<file path="src/rtl/rv_trap_ctrl.sv">
// Machine-mode trap CSRs (mstatus, mie, mip, mepc, mcause) with trap entry/mret sequencing and IRQ request.
// CSR, trap and mret updates land on the next edge when X is neither stalled nor killed; x_irq_o is registered.
module rv_trap_ctrl #(
  parameter logic [31:0] TRAP_VECTOR = 32'h00000008
) (
  input  logic        clk_i,
  input  logic        rst_i,
  input  logic        x_stall_i,
  input  logic        x_kill_i,
  input  logic        d_is_csr_i,
  input  logic [11:0] d_csr_sel_i,
  input  logic [31:0] x_csr_write_value_i,
  input  logic        x_exception_i,
  input  logic [3:0]  x_exception_cause_i,
  input  logic [31:0] x_pc_i,
  input  logic        x_irq_ack_i,
  input  logic        x_is_mret_i,
  input  logic        irq_i,
  input  logic        timer_tick_i,
  output logic        x_irq_o,
  output logic [31:0] x_trap_vector_o,
  output logic [31:0] csr_mstatus_o,
  output logic [31:0] csr_mie_o,
  output logic [31:0] csr_mip_o,
  output logic [31:0] csr_mepc_o,
  output logic [31:0] csr_mcause_o
);

  localparam logic [11:0] ADDR_MSTATUS = 12'h300;
  localparam logic [11:0] ADDR_MIE     = 12'h304;
  localparam logic [11:0] ADDR_MEPC    = 12'h341;
  localparam logic [11:0] ADDR_MCAUSE  = 12'h342;
  localparam logic [11:0] ADDR_MIP     = 12'h344;

  logic        irq_s1_q, irq_s2_q;
  logic        st_mie_q, st_mie_d;
  logic        st_mpie_q, st_mpie_d;
  logic        mtie_q, mtie_d;
  logic        meie_q, meie_d;
  logic        mtip_q, mtip_d;
  logic [31:0] mepc_q, mepc_d;
  logic        mcause_int_q, mcause_int_d;
  logic [3:0]  mcause_code_q, mcause_code_d;
  logic        x_irq_q, x_irq_d;

  logic en, trap_entry, mret_go, csr_go, ext_pending, tmr_pending;

  assign ext_pending = irq_s2_q && meie_q;
  assign tmr_pending = mtip_q && mtie_q;

  always_comb begin
    st_mie_d      = st_mie_q;
    st_mpie_d     = st_mpie_q;
    mtie_d        = mtie_q;
    meie_d        = meie_q;
    mtip_d        = mtip_q;
    mepc_d        = mepc_q;
    mcause_int_d  = mcause_int_q;
    mcause_code_d = mcause_code_q;

    en         = !x_stall_i && !x_kill_i;
    trap_entry = en && (x_exception_i || x_irq_ack_i);
    mret_go    = en && x_is_mret_i && !trap_entry;
    csr_go     = en && d_is_csr_i && !trap_entry && !mret_go;

    if (trap_entry) begin
      mepc_d    = {x_pc_i[31:2], 2'b00};
      st_mpie_d = st_mie_q;
      st_mie_d  = 1'b0;
      if (x_exception_i) begin
        mcause_int_d  = 1'b0;
        mcause_code_d = x_exception_cause_i;
      end else begin
        // An ack without a visible request still enters; fall back to the timer code.
        mcause_int_d  = 1'b1;
        mcause_code_d = ext_pending ? 4'd11 : 4'd7;
      end
    end else if (mret_go) begin
      st_mie_d  = st_mpie_q;
      st_mpie_d = 1'b1;
    end else if (csr_go) begin
      case (d_csr_sel_i)
        ADDR_MSTATUS: begin
          st_mie_d  = x_csr_write_value_i[3];
          st_mpie_d = x_csr_write_value_i[7];
        end
        ADDR_MIE: begin
          mtie_d = x_csr_write_value_i[7];
          meie_d = x_csr_write_value_i[11];
        end
        ADDR_MEPC: mepc_d = {x_csr_write_value_i[31:2], 2'b00};
        ADDR_MCAUSE: begin
          mcause_int_d  = x_csr_write_value_i[31];
          mcause_code_d = x_csr_write_value_i[3:0];
        end
        ADDR_MIP: if (!x_csr_write_value_i[7]) mtip_d = 1'b0;
        default: ;
      endcase
    end

    if (timer_tick_i) mtip_d = 1'b1;

    x_irq_d = st_mie_q && (ext_pending || tmr_pending);
  end

  always_ff @(posedge clk_i) begin
    if (rst_i) begin
      irq_s1_q      <= 1'b0;
      irq_s2_q      <= 1'b0;
      st_mie_q      <= 1'b0;
      st_mpie_q     <= 1'b0;
      mtie_q        <= 1'b0;
      meie_q        <= 1'b0;
      mtip_q        <= 1'b0;
      mepc_q        <= 32'h0;
      mcause_int_q  <= 1'b0;
      mcause_code_q <= 4'h0;
      x_irq_q       <= 1'b0;
    end else begin
      irq_s1_q      <= irq_i;
      irq_s2_q      <= irq_s1_q;
      st_mie_q      <= st_mie_d;
      st_mpie_q     <= st_mpie_d;
      mtie_q        <= mtie_d;
      meie_q        <= meie_d;
      mtip_q        <= mtip_d;
      mepc_q        <= mepc_d;
      mcause_int_q  <= mcause_int_d;
      mcause_code_q <= mcause_code_d;
      x_irq_q       <= x_irq_d;
    end
  end

  assign x_irq_o         = x_irq_q;
  assign x_trap_vector_o = TRAP_VECTOR;
  assign csr_mstatus_o   = {24'h0, st_mpie_q, 3'b000, st_mie_q, 3'b000};
  assign csr_mie_o       = {20'h0, meie_q, 3'b000, mtie_q, 7'h00};
  assign csr_mip_o       = {20'h0, irq_s2_q, 3'b000, mtip_q, 7'h00};
  assign csr_mepc_o      = mepc_q;
  assign csr_mcause_o    = {mcause_int_q, 27'h0, mcause_code_q};

endmodule

</file>
<file path="config.mk">
export PLATFORM = sky130hd
export DESIGN_NAME = rv_trap_ctrl
export DESIGN_NICKNAME = d
export VERILOG_FILES = /design/src/rtl/rv_trap_ctrl.sv
export SDC_FILE = /design/constraint.sdc
export NUM_CORES = 1
export LEC_CHECK = 0
export BUFFER_PORTS_ARGS = -buffer_cell sky130_fd_sc_hd__buf_4
export CORE_AREA = 4 4 107 109
export CTS_BUF_LIST = sky130_fd_sc_hd__clkbuf_4
export DETAILED_ROUTE_END_ITERATION = 16
export DIE_AREA = 0 0 111 113
export PLACE_DENSITY = 0.68
export SLEW_MARGIN = 20
export SYNTH_ARGS = -nofsm -noshare
export SYNTH_HDL_FRONTEND = slang
export SYNTH_SLANG_ARGS = --single-unit
</file>
<file path="constraint.sdc">
create_clock -name clk_i -period 2.2 [get_ports clk_i]
set_clock_uncertainty 0.05 [all_clocks]
set_input_delay 0.22 -clock clk_i [delete_from_list [all_inputs] [get_ports clk_i]]
set_output_delay 0.22 -clock clk_i [all_outputs]
set_load 0.01 [all_outputs]
</file>
## Word-level counts from Yosys, hierarchy flattened

Index checks and enable logic that the tools add are counted.

| word-level totals | value |
|---|---|
| bits in registers | 43 |
| bits of input ports | 90 |
| word-level logic and storage cells | 82 |
| output and inout port bits | 193 |

| cells by class | value |
|---|---|
| bitwise operators | 2 |
| multiplexer cells | 28 |
| reduce and logical (&&, ||, !) cells | 32 |
| equal/unequal tests | 9 |

Operators by type and width:

| kind | count |
|---|---|
| $mux 32 | 4 |
| $eq 12x10->1 const B | 5 |
| $mux 4 | 6 |
| $mux 1 | 18 |
| $reduce_bool 2->1 | 7 |
| $logic_and 1x1->1 | 10 |
| $ne 2x2->1 const B | 3 |
| $reduce_and 3->1 | 2 |
| $reduce_bool 3->1 | 2 |
| $reduce_and 5->1 | 1 |
| $logic_not 1->1 | 4 |
| $reduce_and 2->1 | 2 |
| $reduce_and 4->1 | 1 |
| $logic_or 1x1->1 | 2 |
| $ne 2x1->1 const B | 1 |
| $not 1->1 | 2 |
| $reduce_or 2->1 | 1 |

## Depth between registers and ports, before layout

Gate-level depths: netlist of the first run.

| logic depth | value |
|---|---|
| word-level depth | 11 |
| mapped depth | 6 |
| depth with buffers taken out | 4 |

## Worst setup path before layout of the first run

No wires, ideal clock.

| path | value |
|---|---|
| path kind | input to register |
| start | input port x_exception_i |
| end | register meie_q |
| arrival | 1.588 ns |
| buffers on the path | 1 |
| required time | 2.018 ns |
| slack | 0.430 ns |
| stages | 5 |
| setup time | 0.132 ns |
| cells stage by stage | buf_2 -> or4_1 -> or3_1 -> o31ai_1 -> a21oi_1 |

| on the way | value |
|---|---|
| cells in the longest elaborated chain, start to end | 7 |
| elaborated cells on any way between the ends | 10 |
| classes of those cells | bitwise (2); reduce/logical (8) |

Ends and longest elaborated chain:

| what | line | source |
|---|---|---|
| from (decl) | 13 | `input logic x_exception_i,` |
| $logic_or 1x1->1 (*) | 62 | `trap_entry = en && (x_exception_i \|\| x_irq_ack_i);` |
| $logic_and 1x1->1 (*) | 62 |  |
| $logic_not 1->1 | 63, 64 |  |
| $logic_and 1x1->1 | 63 | `mret_go = en && x_is_mret_i && !trap_entry;` |
| $logic_not 1->1 | 64 | `csr_go = en && d_is_csr_i && !trap_entry && !mret_go;` |
| $logic_and 1x1->1 | 64 |  |
| $reduce_and 4->1 (no line) (*) | n/a |  |
| to (signal assigned) | 125 | `meie_q <= meie_d;` |
| to (decl) | 39 | `logic meie_q, meie_d;` |

Mark *: on every way between the ends. The rest lies on a longest branch, timed or not.
A chain may end at the register's enable or synchronous reset.

## Worst setup path after layout of the first run

| path | value |
|---|---|
| start | input port d_csr_sel_i[5] |
| end | register mepc_q[12], in the netlist csr_mepc_o[12] |

| on the way | value |
|---|---|
| cells in the longest elaborated chain, start to end | 3 |

Ends and longest elaborated chain:

| what | line | source |
|---|---|---|
| from (decl) | 11 | `input logic [11:0] d_csr_sel_i,` |
| $eq 12x10->1 | 82 | `case (d_csr_sel_i)` |
| $reduce_bool 2->1 (no line) | n/a |  |
| $reduce_and 3->1 (no line) | n/a |  |
| to (signal assigned) | 127 | `mepc_q <= mepc_d;` |
| to (decl) | 41 | `logic [31:0] mepc_q, mepc_d;` |

Every way passes these cells.

==> results.sh, run 1 <==
export IMPL_crit_type="in -> reg"
export IMPL_hold_path_class="in -> reg"
export IMPL_cp_end_kind="flip-flop"
export IMPL_setup_tns_ps=0
export IMPL_finalHoldViolations=0
export IMPL_htreeDepth=2
export IMPL_drv_slew=0
export IMPL_postCtsSetupBuffers=0
export IMPL_fmax_ghz=0.6144
export IMPL_drt_iter0_drc=134
export IMPL_grt_pass1_vias=2862
export IMPL_final_cells=682
export IMPL_ant_nets=0
export IMPL_grt_util_all_layers_pct=13.84
export IMPL_cts_sinks=43
export IMPL_grt_ovfl_total=0
export IMPL_dr_pass1_iters=4
export IMPL_cts_hold_buffers_added=0
export IMPL_cp_max_fo=30
export IMPL_num_vias=3092
export IMPL_clk_pin_slew_ps=140
export IMPL_cts_root_buf="clkbuf_4"
export IMPL_fp_row_count=38
export IMPL_peakVddDrop_mv=0.1676
export IMPL_layout_min_cycle_time_ps=1628
export IMPL_antenna_found_initial=1
export IMPL_fin_nets=630
export IMPL_grt_pass1_wl_um=14230
export IMPL_place_ws_ps=197.1
export IMPL_design_area_um2=3948
export IMPL_core_area_um2=10600
export IMPL_tritoncts="yes"
export IMPL_drive_above_1_share_pct=27.91
export IMPL_ys_types=40
export IMPL_place_congestion=0.9112
export IMPL_io_buffers=129
export IMPL_synth_edff_count=0
export IMPL_synth_seq_cells=43
export IMPL_status="finished clean"
export IMPL_dp_cells=673
export IMPL_areaGrowthSynthToFinish_pct=15.44
export IMPL_vias_per_cell=4.534
export IMPL_synthTopCellsByCount="161 x buf_4, 43 x dfxtp_1, 36 x o21ai_0, 34 x nor2_1"
export IMPL_fill_cells=1106
export IMPL_rsz0062_at_grt="false"
export IMPL_syn_area_per_cell_um2=7.952
export IMPL_startpoint_type="input pin"
export IMPL_yosysSeqAreaShare_pct=25.17
export IMPL_setup_viol=0
export IMPL_cap_violations=0
export IMPL_dieHeight_um=113
export IMPL_synth_async_reset_ratio_pct=0
export IMPL_p_leak_nw=1.807
export IMPL_power_total_mw=1.742
export IMPL_die_area_um2=12540
export IMPL_worst_slack_ps=572.5
export IMPL_power_density_nw_per_um2=441.2
export IMPL_synthTopCellsByArea="buf_4 35%, dfxtp_1 25%, a311oi_1 8.5%"
export IMPL_hpwl_um=7312
export IMPL_die_w_um=111
export IMPL_route_detailed_drc=0
export IMPL_wl_per_cell_um=13.92
export IMPL_routed_wl_um=9494
export IMPL_cts_buffer_depth=2
export IMPL_arrival_ps=1840
export IMPL_ys_flop_type="dfxtp_1"
export IMPL_syn_inst=430
export IMPL_clk_latency_ps=350
export IMPL_cts_repair_resized=0
export IMPL_synth_most_common_cell="buf_4"
export IMPL_initial_core_util_pct=32.25
export IMPL_numCtsBuffers=5
export IMPL_max_slew_margin_pct=34.71
export IMPL_tightest_slew_ps=975.7
export IMPL_period_share_pct=73.98
export IMPL_yosysTopAreaCell="buf_4"
export IMPL_ys_warn_count=0
export IMPL_yosysTopAreaCellShare_pct=35.35
export IMPL_syn_area_um2=3420
export IMPL_grt_max_degree=44
export IMPL_num_io_pins=283
export IMPL_cp_required_ps=2410
export IMPL_dpl_cell_area_um2=3887
worst paths after layout:
| path | startpoint | to | slack [ps] | depth (start not counted) |
|---|---|---|---|---|
| worst max-delay path | d_csr_sel_i[5] | csr_mepc_o[12]$_SDFFE_PP0P_ | 570 | 6 |
| worst min-delay path | irq_i | irq_s1_q$_SDFF_PP0_ | 40 | 2 |
| worst max register to register | irq_s2_q$_SDFF_PP0_ | mcause_code_q[3]$_SDFFE_PP0P_ | 820 | 4 |
| worst min register to register | irq_s1_q$_SDFF_PP0_ | irq_s2_q$_SDFF_PP0_ | 410 | 1 |
routing by layer:
layer / up-vias / wire length, um / GRT usage [%]
met1: 1449 / 3523 / 15.80
met2: 204 / 4709 / 24.23
met3: 19 / 1015 / 3.957
li1: 1420 / - / -
met5: - / 0 / 0
met4: 0 / 246 / 5.911
final cells by class:
type	count	area, um2	area share (%)
inverter	3	11.26	0.2853
tap	140	175.2	4.437
multi-input combinational	350	1774	44.94
clock buffer	6	45.04	1.141
sequential	43	860.8	21.81
antenna	1	2.502	0.06339
timing repair buffer	137	1066	27.00
clock inverter	2	12.51	0.3170
registers in the layout (all words and copies together), names as in the netlist:
signal / count
csr_mepc_o: 30
mcause_code_q: 4
irq_s1_q: 1
irq_s2_q: 1
mcause_int_q: 1
meie_q: 1
mtie_q: 1
mtip_q: 1
st_mie_q: 1
st_mpie_q: 1
x_irq_o: 1
metrics by stage:
step           util, %  hold slack (ps)
2_1_floorplan        -            298.2
3_3_place_gp     36.67            389.9
3_5_place_dp     36.67            384.8
4_1_cts          37.21            9.639
5_1_grt          37.23            11.89
6_report         37.23            39.17
where the power goes:
group	switching [mW]	internal [mW]	leakage, nW
Combinational	0.277	0.201	1.42
Sequential	0.0240	0.824	0.353
Clock	0.279	0.136	0.0317
Total	0.580	1.16	1.81
worst max-delay path: stages:
cell      delay [ps]
buf_4            110
or4b_4           560
nor4b_4          330
buf_12           230
nand3_1           90
a311oi_1         290
cell usage in the layout (no fill, tap or decap), types with 3 or more instances in the layout:
cell        n
clkbuf_4    6
nor2_1     34
dfxtp_1    43
nor2b_1     3
o31ai_1     6
a21oi_1     5
buf_12      3
nor3_1      3
and2_1      3
a311oi_1   33
o21ai_0    36
nand2_1     8
inv_1       3
nand2b_1    5
a31oi_1     4
nand4_1     5
nand3_1    33
conb_1    151
buf_4     134
logic make-up (layout without fill, tap and decap cells):
group           Yosys count  count (layout)  share of synthesized area [%]
flops                    43              43                          25.17
compound gates           90              90                          17.82
buf+inv                 186             148                          39.63
simple gates            109             109                          17.16
other cells               2             152                         0.2196
Power figures use the tool's default switching activity.
==> inputs of run 2 (changes only) <==
==> constraint.sdc (replaced) <==
create_clock -name clk_i -period 1.5 [get_ports clk_i]
set_clock_uncertainty 0.05 [all_clocks]
set_input_delay 0.15 -clock clk_i [delete_from_list [all_inputs] [get_ports clk_i]]
set_output_delay 0.15 -clock clk_i [all_outputs]
set_load 0.01 [all_outputs]
==> run 2 against run 1 <==
Effect of this change: power grew 51%; setup slack got worse by 640 ps; sequential cell count is the same; combinational power is 62% higher; clock power rose by 46%; the run now ends with setup timing left; cell count rose by 4.7%; critical path depth rose by 1; utilization rose by 4.3 points; critical endpoint is now csr_mepc_o[28]$_SDFFE_PP0P_; non-clock buffer count up 33; die area is the same.
==> results.sh, run 2 (synthesized netlist as in run 1, its figures left out) <==
export IMPL_status="finished, violations left"
export IMPL_violations="setup timing"
export IMPL_tightest_slew_ps=539.9
export IMPL_htreeDepth=2
export IMPL_cp_max_fo=8
export IMPL_crit_chain="buf_6 > or4b_4 > nor4b_4 > buf_6 > clkbuf_16 > nand3_1 > a311oi_1"
export IMPL_cts_buffer_depth=2
export IMPL_initial_core_util_pct=32.25
export IMPL_r2r_end="mcause_code_q[3]$_SDFFE_PP0P_"
export IMPL_grt_pass1_vias=2866
export IMPL_period_share_pct=104.5
export IMPL_hold_path_class="in -> reg"
export IMPL_setup_viol=30
export IMPL_layout_common_cells="151 x conb_1, 146 x buf_4, 43 x dfxtp_1"
export IMPL_fp_row_count=38
export IMPL_startpoint_type="input pin"
export IMPL_power_density_nw_per_um2=596.9
export IMPL_layout_min_cycle_time_ps=1568
export IMPL_worst_slack_ps=-67.82
export IMPL_hold_depth=3
export IMPL_slowest_stage="or4b_4"
export IMPL_peakVddDrop_mv=0.3273
export IMPL_numCtsBuffers=5
export IMPL_holdWs_ps=24.08
export IMPL_finalHoldViolations=0
export IMPL_route_detailed_drc=0
export IMPL_wl_per_cell_um=14.53
export IMPL_io_buffers=129
export IMPL_fmax_ghz=0.6378
export IMPL_dieHeight_um=113
export IMPL_cts_sinks=43
export IMPL_num_io_pins=283
export IMPL_worst_path_most_repeated_cell="buf_6"
export IMPL_reg2reg_slack_ps=160
export IMPL_worstReg2RegStart="irq_s2_q$_SDFF_PP0_"
export IMPL_hpwl_um=7499
export IMPL_drt_iter0_drc=160
export IMPL_grt_ovfl_total=0
export IMPL_dr_pass1_iters=4
export IMPL_arrival_ps=1770
export IMPL_r2r_cells=4
export IMPL_num_vias=3128
export IMPL_drive_above_1_share_pct=32.75
export IMPL_grt_pass1_wl_um=14400
export IMPL_worstHoldStart="x_csr_write_value_i[22]"
export IMPL_die_w_um=111
export IMPL_holdPathEnd="csr_mepc_o[22]$_SDFFE_PP0P_"
export IMPL_cap_violations=0
export IMPL_antenna_found_initial=0
export IMPL_fin_nets=663
export IMPL_largest_register_ffs=30
export IMPL_drv_slew=0
export IMPL_clk_pin_slew_ps=140
export IMPL_cts_root_buf="clkbuf_4"
export IMPL_grt_util_all_layers_pct=13.87
export IMPL_ant_nets=0
export IMPL_routed_wl_um=10380
export IMPL_power_total_mw=2.626
export IMPL_p_leak_nw=1.995
export IMPL_cpPeakStageDelay_ps=550
export IMPL_vias_per_cell=4.381
export IMPL_max_slew_margin_pct=64.01
export IMPL_clk_latency_ps=350
export IMPL_place_congestion=0.8301
export IMPL_cp_required_ps=1710
export IMPL_crit_type="in -> reg"
export IMPL_antenna_cells=0
export IMPL_tritoncts="yes"
export IMPL_final_common_cell="conb_1"
export IMPL_die_area_um2=12540
export IMPL_place_ws_ps=-402.1
export IMPL_cp_end_kind="flip-flop"
export IMPL_areaGrowthSynthToFinish_pct=28.65
export IMPL_grt_max_degree=50
export IMPL_rsz0062_at_grt="true"
export IMPL_core_area_um2=10600
run 2: changes by cell type in the layout (fill, tap and decap cells not counted):
cell / previous run / this run
clkbuf_16: 0 / 2
nand3_1: 33 / 26
a311oi_1: 33 / 23
buf_4: 134 / 146
buf_12: 3 / 4
diode_2: 1 / 0
dlygate4sd3_1: 0 / 14
buf_6: 0 / 4
nand3_4: 0 / 1
nand3_2: 0 / 6
or4_1: 1 / 0
or4_4: 0 / 1
a311oi_2: 0 / 10
run 2: repair_timing:
| item | 4_1_cts | 5_1_grt |
|---|---|---|
| pin swaps | 0 | 14 |
| hold endpoints to repair | 10 | 1 |
| hold buffers | 13 | 1 |
| cloned | 0 | 3 |
| endpoints found under the setup margin | 3 | 23 |
| buffers inserted | 0 | 2 |
| resized for setup | 2 | 19 |
run 2: layout make-up:
class / instances / area [um2]
Sequential cell: 43 / 860.8
Clock inverter: 2 / 12.51
Inverter: 3 / 11.26
Timing Repair Buffer: 170 / 1411
Fill cell: 1088 / 6203
Tap cell: 140 / 175.2
Multi-Input combinational cell: 350 / 1883
Clock buffer: 6 / 45.04
run 2: how the worst max path moves through the flow:
stage	start	end	slack, ps	depth (start not counted)
after CTS	d_csr_sel_i[5]	csr_mepc_o[28]$_SDFFE_PP0P_	-7	6
after detailed placement	d_csr_sel_i[5]	csr_mepc_o[2]$_SDFFE_PP0P_	-400	6
after global placement	d_csr_sel_i[5]	csr_mepc_o[28]$_SDFFE_PP0P_	-330	6
after global routing	d_csr_sel_i[7]	csr_mepc_o[17]$_SDFFE_PP0P_	-70	7
after floorplan	d_csr_sel_i[5]	csr_mepc_o[10]$_SDFFE_PP0P_	-110	5
final	d_csr_sel_i[7]	csr_mepc_o[28]$_SDFFE_PP0P_	-70	7
run 2: metal layers:
metal  track usage (%)  up-vias  share of wire, %
met2             25.49      166                52
met5                 0        -                 0
li1                  -     1488                 -
met1             16.38     1468                39
met4             3.202        0              0.83
met3             3.262        6               7.9
run 2: critical path: cells and delay by family:
kind            cells  cell delay (ps)
buf+inv             3              420
compound gates      1              260
simple gates        3              920
run 2: report_power, final:
| group | internal [mW] | switching, mW |
|---|---|---|
| Sequential | 1.21 | 0.0354 |
| Clock | 0.200 | 0.407 |
| Combinational | 0.347 | 0.428 |
run 2: through the flow:
| stage | utilization, % | area, um2 | instances | setup TNS (ps) |
|---|---|---|---|---|
| floorplan | - | 3985 | 579 | -3454 |
| global placement | 37.81 | 4009 | 687 | -10860 |
| detailed placement | 37.81 | 4009 | 687 | -12600 |
| CTS | 39.69 | 4208 | 708 | -12.77 |
| global route | 41.49 | 4399 | 714 | -1705 |
| finish | 41.49 | 4399 | 714 | -984.3 |
